**src/rtl/adbg_biu_arb_if.sv**
```systemverilog
// Bundle of requester-side and BIU-side signals for the BIU arbiter.
// Latency: none (wires only).
// Backpressure: none here; biu_rdy and req_ack carry the flow control.
// Ports: master = the arbiter (drives req_ack/gnt/do/err and biu_*),
//        slave  = requesters plus BIU (drive req_* and biu_rdy/do/err).
interface adbg_biu_arb_if #(
    parameter int NREQ       = 2,
    parameter int ADDR_WIDTH = 32,
    parameter int DATA_WIDTH = 32
);
    logic [NREQ-1:0]            req_strb;
    logic [NREQ-1:0]            req_rw;
    logic [NREQ-1:0]            req_lock;
    logic [NREQ*ADDR_WIDTH-1:0] req_addr;
    logic [NREQ*DATA_WIDTH-1:0] req_di;
    logic [NREQ*4-1:0]          req_word_size;
    logic [NREQ-1:0]            req_ack;
    logic [NREQ-1:0]            req_gnt;
    logic [DATA_WIDTH-1:0]      req_do;
    logic                       req_err;

    logic                       biu_strb;
    logic                       biu_rw;
    logic [ADDR_WIDTH-1:0]      biu_addr;
    logic [DATA_WIDTH-1:0]      biu_di;
    logic [3:0]                 biu_word_size;
    logic                       biu_rdy;
    logic [DATA_WIDTH-1:0]      biu_do;
    logic                       biu_err;

    modport master (
        input  req_strb, req_rw, req_lock, req_addr, req_di, req_word_size,
        output req_ack, req_gnt, req_do, req_err,
        output biu_strb, biu_rw, biu_addr, biu_di, biu_word_size,
        input  biu_rdy, biu_do, biu_err
    );

    modport slave (
        output req_strb, req_rw, req_lock, req_addr, req_di, req_word_size,
        input  req_ack, req_gnt, req_do, req_err,
        input  biu_strb, biu_rw, biu_addr, biu_di, biu_word_size,
        output biu_rdy, biu_do, biu_err
    );
endinterface

```
**src/rtl/adbg_biu_arb.sv**
```systemverilog
// Round-robin arbiter with lock, sharing one BIU among NREQ requesters.
// Latency: 1 cycle grant + 1 cycle strobe + BIU wait + 1 cycle ack.
// Backpressure: no grant while biu_rdy=0; access waits in WAIT for biu_rdy.
// Ports: biu_clk, biu_rst_n (async active-low), bus (adbg_biu_arb_if.master).
// Optional macro ADBG_BIU_ARB_TIMEOUT_EN: bounds WAIT to TIMEOUT_CYCLES, then
// acks with error and drains the late BIU response.
module adbg_biu_arb #(
    parameter int NREQ           = 2,
    parameter int ADDR_WIDTH     = 32,
    parameter int DATA_WIDTH     = 32,
    parameter int TIMEOUT_CYCLES = 1024
) (
    input  logic            biu_clk,
    input  logic            biu_rst_n,
    adbg_biu_arb_if.master  bus
);
    localparam int IW = (NREQ > 1) ? $clog2(NREQ) : 1;

    typedef enum logic [2:0] {
        IDLE,
        ISSUE,
        WAIT,
`ifdef ADBG_BIU_ARB_TIMEOUT_EN
        DRAIN,
`endif
        DONE
    } state_t;

    state_t                  state_q, state_d;
    logic [IW-1:0]           last_q, last_d;      // current/last owner index
    logic [NREQ-1:0]         gnt_q, gnt_d;
    logic                    lock_q, lock_d;
    logic                    biu_rw_q, biu_rw_d;
    logic [ADDR_WIDTH-1:0]   biu_addr_q, biu_addr_d;
    logic [DATA_WIDTH-1:0]   biu_di_q, biu_di_d;
    logic [3:0]              biu_ws_q, biu_ws_d;
    logic [DATA_WIDTH-1:0]   req_do_q, req_do_d;
    logic                    req_err_q, req_err_d;
`ifdef ADBG_BIU_ARB_TIMEOUT_EN
    localparam int CW = $clog2(TIMEOUT_CYCLES + 1);
    logic [CW-1:0]           cnt_q, cnt_d;
    logic                    to_q, to_d;          // DONE was reached by timeout
`endif

    // Round-robin pick. While a lock is held only the owner is eligible;
    // gnt_q still holds the owner's one-hot in that case.
    logic                    lock_hold;
    logic [NREQ-1:0]         elig;
    logic [IW-1:0]           win;
    logic                    win_vld;
    int                      c;

    always_comb begin
        lock_hold = lock_q & bus.req_lock[last_q];
        elig      = lock_hold ? (bus.req_strb & gnt_q) : bus.req_strb;
        win       = '0;
        win_vld   = 1'b0;
        c         = 0;
        // Walk from farthest to nearest so the nearest eligible one after
        // last_q is written last and wins.
        for (int k = NREQ; k >= 1; k--) begin
            c = int'(last_q) + k;
            if (c >= NREQ) c = c - NREQ;
            if (elig[IW'(c)]) begin
                win     = IW'(c);
                win_vld = 1'b1;
            end
        end
    end

    always_comb begin
        state_d    = state_q;
        last_d     = last_q;
        gnt_d      = gnt_q;
        lock_d     = lock_q;
        biu_rw_d   = biu_rw_q;
        biu_addr_d = biu_addr_q;
        biu_di_d   = biu_di_q;
        biu_ws_d   = biu_ws_q;
        req_do_d   = req_do_q;
        req_err_d  = req_err_q;
`ifdef ADBG_BIU_ARB_TIMEOUT_EN
        cnt_d      = cnt_q;
        to_d       = to_q;
`endif
        case (state_q)
            IDLE: begin
                if (lock_q && !lock_hold) begin
                    lock_d = 1'b0;
                    gnt_d  = '0;
                end
                if (bus.biu_rdy && win_vld) begin
                    last_d     = win;
                    gnt_d      = '0;
                    gnt_d[win] = 1'b1;
                    biu_rw_d   = bus.req_rw[win];
                    biu_addr_d = bus.req_addr[win*ADDR_WIDTH +: ADDR_WIDTH];
                    biu_di_d   = bus.req_di[win*DATA_WIDTH +: DATA_WIDTH];
                    biu_ws_d   = bus.req_word_size[win*4 +: 4];
                    state_d    = ISSUE;
                end
            end
            ISSUE: begin
                state_d = WAIT;
`ifdef ADBG_BIU_ARB_TIMEOUT_EN
                cnt_d   = '0;
`endif
            end
            WAIT: begin
                if (bus.biu_rdy) begin
                    req_do_d  = bus.biu_do;
                    req_err_d = bus.biu_err;
                    state_d   = DONE;
                end
`ifdef ADBG_BIU_ARB_TIMEOUT_EN
                else if (cnt_q == CW'(TIMEOUT_CYCLES - 1)) begin
                    req_do_d  = '0;
                    req_err_d = 1'b1;
                    to_d      = 1'b1;
                    state_d   = DONE;
                end else begin
                    cnt_d = cnt_q + 1'b1;
                end
`endif
            end
            DONE: begin
                if (bus.req_lock[last_q]) lock_d = 1'b1;
                if (!(bus.req_lock[last_q] || lock_q)) gnt_d = '0;
`ifdef ADBG_BIU_ARB_TIMEOUT_EN
                state_d = to_q ? DRAIN : IDLE;
                to_d    = 1'b0;
`else
                state_d = IDLE;
`endif
            end
`ifdef ADBG_BIU_ARB_TIMEOUT_EN
            DRAIN: begin
                // The late response is swallowed; requester already got its error.
                if (bus.biu_rdy) state_d = IDLE;
            end
`endif
            default: state_d = IDLE;
        endcase
    end

    always_ff @(posedge biu_clk or negedge biu_rst_n) begin
        if (!biu_rst_n) begin
            state_q    <= IDLE;
            last_q     <= IW'(NREQ - 1);
            gnt_q      <= '0;
            lock_q     <= 1'b0;
            biu_rw_q   <= 1'b0;
            biu_addr_q <= '0;
            biu_di_q   <= '0;
            biu_ws_q   <= '0;
            req_do_q   <= '0;
            req_err_q  <= 1'b0;
`ifdef ADBG_BIU_ARB_TIMEOUT_EN
            cnt_q      <= '0;
            to_q       <= 1'b0;
`endif
        end else begin
            state_q    <= state_d;
            last_q     <= last_d;
            gnt_q      <= gnt_d;
            lock_q     <= lock_d;
            biu_rw_q   <= biu_rw_d;
            biu_addr_q <= biu_addr_d;
            biu_di_q   <= biu_di_d;
            biu_ws_q   <= biu_ws_d;
            req_do_q   <= req_do_d;
            req_err_q  <= req_err_d;
`ifdef ADBG_BIU_ARB_TIMEOUT_EN
            cnt_q      <= cnt_d;
            to_q       <= to_d;
`endif
        end
    end

    // gnt_q holds the owner through DONE, so it doubles as the ack select.
    assign bus.req_gnt       = gnt_q;
    assign bus.req_ack       = (state_q == DONE) ? gnt_q : '0;
    assign bus.req_do        = req_do_q;
    assign bus.req_err       = req_err_q;
    assign bus.biu_strb      = (state_q == ISSUE);
    assign bus.biu_rw        = biu_rw_q;
    assign bus.biu_addr      = biu_addr_q;
    assign bus.biu_di        = biu_di_q;
    assign bus.biu_word_size = biu_ws_q;
endmodule

```
**src/flat_wrapper.sv**
```systemverilog
// flat-port wrapper written by rule: the top's interface ports become plain ports
module adbg_biu_arb_flat 
#(
    parameter int NREQ           = 2,
    parameter int ADDR_WIDTH     = 32,
    parameter int DATA_WIDTH     = 32,
    parameter int TIMEOUT_CYCLES = 1024
)
  (biu_clk, biu_rst_n, bus_req_strb, bus_req_rw, bus_req_lock, bus_req_addr, bus_req_di, bus_req_word_size, bus_req_ack, bus_req_gnt, bus_req_do, bus_req_err, bus_biu_strb, bus_biu_rw, bus_biu_addr, bus_biu_di, bus_biu_word_size, bus_biu_rdy, bus_biu_do, bus_biu_err);
  adbg_biu_arb_if #(.NREQ(NREQ), .ADDR_WIDTH(ADDR_WIDTH), .DATA_WIDTH(DATA_WIDTH)) bus_i ();
  input  logic biu_clk;
  input  logic biu_rst_n;
  input wire logic [$bits(bus_i.req_strb)-1:0] bus_req_strb;
  input wire logic [$bits(bus_i.req_rw)-1:0] bus_req_rw;
  input wire logic [$bits(bus_i.req_lock)-1:0] bus_req_lock;
  input wire logic [$bits(bus_i.req_addr)-1:0] bus_req_addr;
  input wire logic [$bits(bus_i.req_di)-1:0] bus_req_di;
  input wire logic [$bits(bus_i.req_word_size)-1:0] bus_req_word_size;
  output wire logic [$bits(bus_i.req_ack)-1:0] bus_req_ack;
  output wire logic [$bits(bus_i.req_gnt)-1:0] bus_req_gnt;
  output wire logic [$bits(bus_i.req_do)-1:0] bus_req_do;
  output wire logic [$bits(bus_i.req_err)-1:0] bus_req_err;
  output wire logic [$bits(bus_i.biu_strb)-1:0] bus_biu_strb;
  output wire logic [$bits(bus_i.biu_rw)-1:0] bus_biu_rw;
  output wire logic [$bits(bus_i.biu_addr)-1:0] bus_biu_addr;
  output wire logic [$bits(bus_i.biu_di)-1:0] bus_biu_di;
  output wire logic [$bits(bus_i.biu_word_size)-1:0] bus_biu_word_size;
  input wire logic [$bits(bus_i.biu_rdy)-1:0] bus_biu_rdy;
  input wire logic [$bits(bus_i.biu_do)-1:0] bus_biu_do;
  input wire logic [$bits(bus_i.biu_err)-1:0] bus_biu_err;
  assign bus_i.req_strb = bus_req_strb;
  assign bus_i.req_rw = bus_req_rw;
  assign bus_i.req_lock = bus_req_lock;
  assign bus_i.req_addr = bus_req_addr;
  assign bus_i.req_di = bus_req_di;
  assign bus_i.req_word_size = bus_req_word_size;
  assign bus_req_ack = bus_i.req_ack;
  assign bus_req_gnt = bus_i.req_gnt;
  assign bus_req_do = bus_i.req_do;
  assign bus_req_err = bus_i.req_err;
  assign bus_biu_strb = bus_i.biu_strb;
  assign bus_biu_rw = bus_i.biu_rw;
  assign bus_biu_addr = bus_i.biu_addr;
  assign bus_biu_di = bus_i.biu_di;
  assign bus_biu_word_size = bus_i.biu_word_size;
  assign bus_i.biu_rdy = bus_biu_rdy;
  assign bus_i.biu_do = bus_biu_do;
  assign bus_i.biu_err = bus_biu_err;
  adbg_biu_arb #(.NREQ(NREQ), .ADDR_WIDTH(ADDR_WIDTH), .DATA_WIDTH(DATA_WIDTH), .TIMEOUT_CYCLES(TIMEOUT_CYCLES)) u_core (.biu_clk(biu_clk), .biu_rst_n(biu_rst_n), .bus(bus_i));
endmodule
```
**config.mk**
```make
export PLATFORM = sky130hd
export DESIGN_NAME = adbg_biu_arb_flat
export DESIGN_NICKNAME = d
export VERILOG_FILES = /design/src/rtl/adbg_biu_arb_if.sv /design/src/rtl/adbg_biu_arb.sv /design/src/flat_wrapper.sv
export SDC_FILE = /design/constraint.sdc
export NUM_CORES = 1
export LEC_CHECK = 0
export ABC_AREA = 1
export ABC_CLOCK_PERIOD_IN_PS = 1740
export CAP_MARGIN = 20
export CORE_ASPECT_RATIO = 2
export CORE_UTILIZATION = 37
export CTS_CLUSTER_SIZE = 12
export DETAILED_ROUTE_END_ITERATION = 8
export GPL_TIMING_DRIVEN = 0
export PLACE_DENSITY = 0.88
export SLEW_MARGIN = 20
export SYNTH_ARGS = -nofsm -noshare
export SYNTH_HDL_FRONTEND = slang
export SYNTH_SLANG_ARGS = --single-unit
```
**constraint.sdc**
```tcl
create_clock -name biu_clk -period 1.74 [get_ports biu_clk]
set_clock_uncertainty 0.1 [all_clocks]
set_input_delay 0.348 -clock biu_clk [delete_from_list [all_inputs] [get_ports biu_clk]]
set_output_delay 0.348 -clock biu_clk [all_outputs]
set_load 0.005 [all_outputs]
```
==> metrics.txt <==
Pint between 9 and 10 mW; Yosys reg bits ~110; number of core rows 63; pin count of the biggest net entering global routing 77; DP Wirelength 14500 um; final setup margin -103 ps; First-pass DRT Iterations 5; input/output buffers roughly 280; Worst-Margin Slew ~500 ps; Placed Area around 0.009 mm^2; H-tree levels 3; Psw approximately 5 mW; combinational share of power 0.530; worst min path class in2async; initial antenna violation count 0; sequential share of the synthesized area 0.476; Setup Viol. Count Final between 60 and 70; final max-slew violation count 0; Syn Area/Cell ~7.8 um^2; Fmax roughly 540 MHz; CP Capture Type register; synth top area cells dfrtp_1 (47%), nand2_1 (15%), inv_1 (9.7%); Clock transition at path regs around 80 ps; sequential power share 0.315; Synth cell types 23; CP Data Arrival Time about 2000 ps; final WL roughly 21000 um; total power draw 14.1 mW; cells along the critical path inv_6 -> nand2_4 -> nand2_4 -> nand2_4 -> buf_12 -> nand3_4 -> buf_6 -> nand2_2 -> nand3_2 -> nand2_1; RR Startpoint u_core.last_q$_DFFE_PN1P_; CTS Root Cell clkbuf_16; chip width 89.6 um; Post-layout nets 1235; worst-path fanout max 6; synthesized instance count 729; Layout Utilization 0.678; via/cell ratio 4.95; Leakage Power 5.17 nW; failing checks negative setup slack; TritonCTS Buffers 9; maxcap violations 0; worst r2r path cells 10; share of the synthesized area in the top cell type 0.471; r2r endpoint u_core.bus.biu_addr[26]$_DFFE_PN0P_; Finished Cell Area between 0.01 and 0.015 mm^2; synthesis-to-layout area growth 77.7%; RSZ-0062 raised after global routing yes; register area between 0.002 and 0.003 mm^2; diodes inserted 0; Setup CP Type reg2reg; most common cell after layout, fill and taps aside clkdlybuf4s50_1; CTS tree built; number of fill cells 1089; outcome finished, violations left; slowest cell delay on critical path around 620 ps; Rel. slew slack 0.661; total congestion overflow 0; Yosys warning total 0; Mapped Nets 912; WHS ~360 ps; setup TNS -3160 ps; share of post-route cells with drive strength above 1 0.196; Starting Density 0.381; Core Area approximately 0.015 mm^2; die span in y between 150 and 200 um; Sw Share 0.352; clk sinks 108; Hold Fails Final Rpt 0; antenna-violating nets left 0; clk_lat worst skew between 300 and 400 ps; Critical Path RT about 1900 ps; DIE AREA between 0.015 and 0.02 mm^2; DR vias 6194; most used cell, CP nand2_4; final worst-path cycle share 1.06; Yosys top cell by area dfrtp_1; Startpoint Class register; reg2reg setup slack -100 ps; violation count after the first detailed-route iteration 324; I/O pins between 200 and 300; Residual DRC 0; placer congestion estimate approximately 0.94; multi-input logic area 0.00255 mm^2; slowest stage cell, crit path dfstp_2; clock share of power 0.155; first-pass GRT wire length approximately 31000 um; pwr/cell area 1400 mW/mm^2; Worst VDD drop between 0.0009 and 0.001 V; Routed WL per cell around 17 um; Longest Clk Path Bufs 2; Mapped Area around 0.0057 mm^2; GRT Resource Usage Total 0.257; vias in the first global route 6098; commonest cells after routing, fill and taps aside clkdlybuf4s50_1 (269), nand2_1 (177), inv_1 (146), dfrtp_1 (106), nand4_1 (70); Period minus WS final between 1500 and 2000 ps
## sequential cells by signal (all words and copies together), names as in the netlist
| signal | flops |
|---|---|
| u_core.bus.biu_addr | 32 |
| u_core.bus.biu_di | 32 |
| u_core.bus.req_gnt | 2 |
| u_core.state_q | 2 |
| u_core.bus.biu_rw | 1 |
| u_core.bus.req_do | 32 |
| u_core.bus.req_err | 1 |
| u_core.last_q | 1 |
| u_core.lock_q | 1 |
| u_core.bus.biu_word_size | 4 |
## worst max path at each step
| stage | slack (ps) | cells after the start | startpoint | endpoint |
|---|---|---|---|---|
| floorplan | 130 | 10 | u_core.last_q$_DFFE_PN1P_ | u_core.bus.biu_addr[0]$_DFFE_PN0P_ |
| global placement | -4020 | 1 | biu_rst_n | u_core.bus.biu_addr[31]$_DFFE_PN0P_ |
| detailed placement | -940 | 7 | bus_req_strb[0] | u_core.bus.biu_addr[26]$_DFFE_PN0P_ |
| CTS | -50 | 10 | u_core.last_q$_DFFE_PN1P_ | u_core.bus.biu_di[8]$_DFFE_PN0P_ |
| global route | -150 | 10 | u_core.last_q$_DFFE_PN1P_ | u_core.bus.biu_addr[26]$_DFFE_PN0P_ |
| finish | -100 | 10 | u_core.last_q$_DFFE_PN1P_ | u_core.bus.biu_addr[26]$_DFFE_PN0P_ |
## stage by stage
| stage | cells | setup WS (ps) |
|---|---|---|
| 2_1_floorplan | 729 | 132 |
| 3_3_place_gp | 1207 | -4020 |
| 3_5_place_dp | 1208 | -937 |
| 4_1_cts | 1245 | -54.4 |
| 5_1_grt | 1252 | -147 |
| 6_report | 1252 | -103 |
## synth_stat cells (all sizes together)
library cell and number:
nand2 231, inv 149, dfrtp 107, nand3 74, nand4 71, mux2 33, buf 27, clkbuf 20
ha 5, nor2 3, o21ai 3, a21oi 2, o21bai 2, dfstp 1, nor3 1
## cells by family (layout without fill, tap and decap cells)
| logic type | count (synthesis) | count (layout) | synth area share |
|---|---|---|---|
| flip-flops | 108 | 108 | 0.476 |
| multiplexers | 33 | 33 | 0.0654 |
| buffers and inverters | 196 | 523 | 0.137 |
| AO/OA/AOI/OAI | 7 | 7 | 0.00705 |
| adder cells (fa/ha/maj) | 5 | 5 | 0.0110 |
| AND/OR/NAND/NOR | 380 | 381 | 0.303 |
## worst max-delay path: cells and delay by family, from the launching register on
| family | cells | cell delay [ps] |
|---|---|---|
| buffers and inverters | 3 | 410 |
| DFF | 1 | 620 |
| and+or+nand+nor | 7 | 650 |
## power by group through the flow
stage          logic, mW  clock network [mW]  registers (mW)
3_3_place_gp        6.12                   0            4.36
6_report            7.47                2.18            4.44
3_5_place_dp        6.29                   0            4.41
2_1_floorplan       2.52                   0            4.45
5_1_grt             8.09                2.33            4.59
4_1_cts             7.19                2.23            4.42
## final cells by class
class,count,share of cell area
repair buffers,311,0.318
flip-flops and latches,108,0.268
multi-input cells,426,0.252
inverters,149,0.0566
plain buffers,47,0.0500
well taps,195,0.0242
clock buffers,10,0.0237
clock inverters,6,0.00768
## metal layers
layer / GRT usage / up-vias / part of all wire
li1: - / 2931 / -
met1: 0.272 / 2943 / 0.35
met2: 0.471 / 257 / 0.56
met3: 0.0382 / 63 / 0.049
met4: 0.136 / 0 / 0.043
met5: 0 / - / 0
## repair_timing
item	4_1_cts	5_1_grt
pin swaps	27	26
gates cloned	9	3
buffers inserted	11	5
gates resized for setup	159	53
hold endpoints to repair	32	0
setup endpoints to repair	108	116
hold buffers	1	0
(Power assumes the default switching activity.)
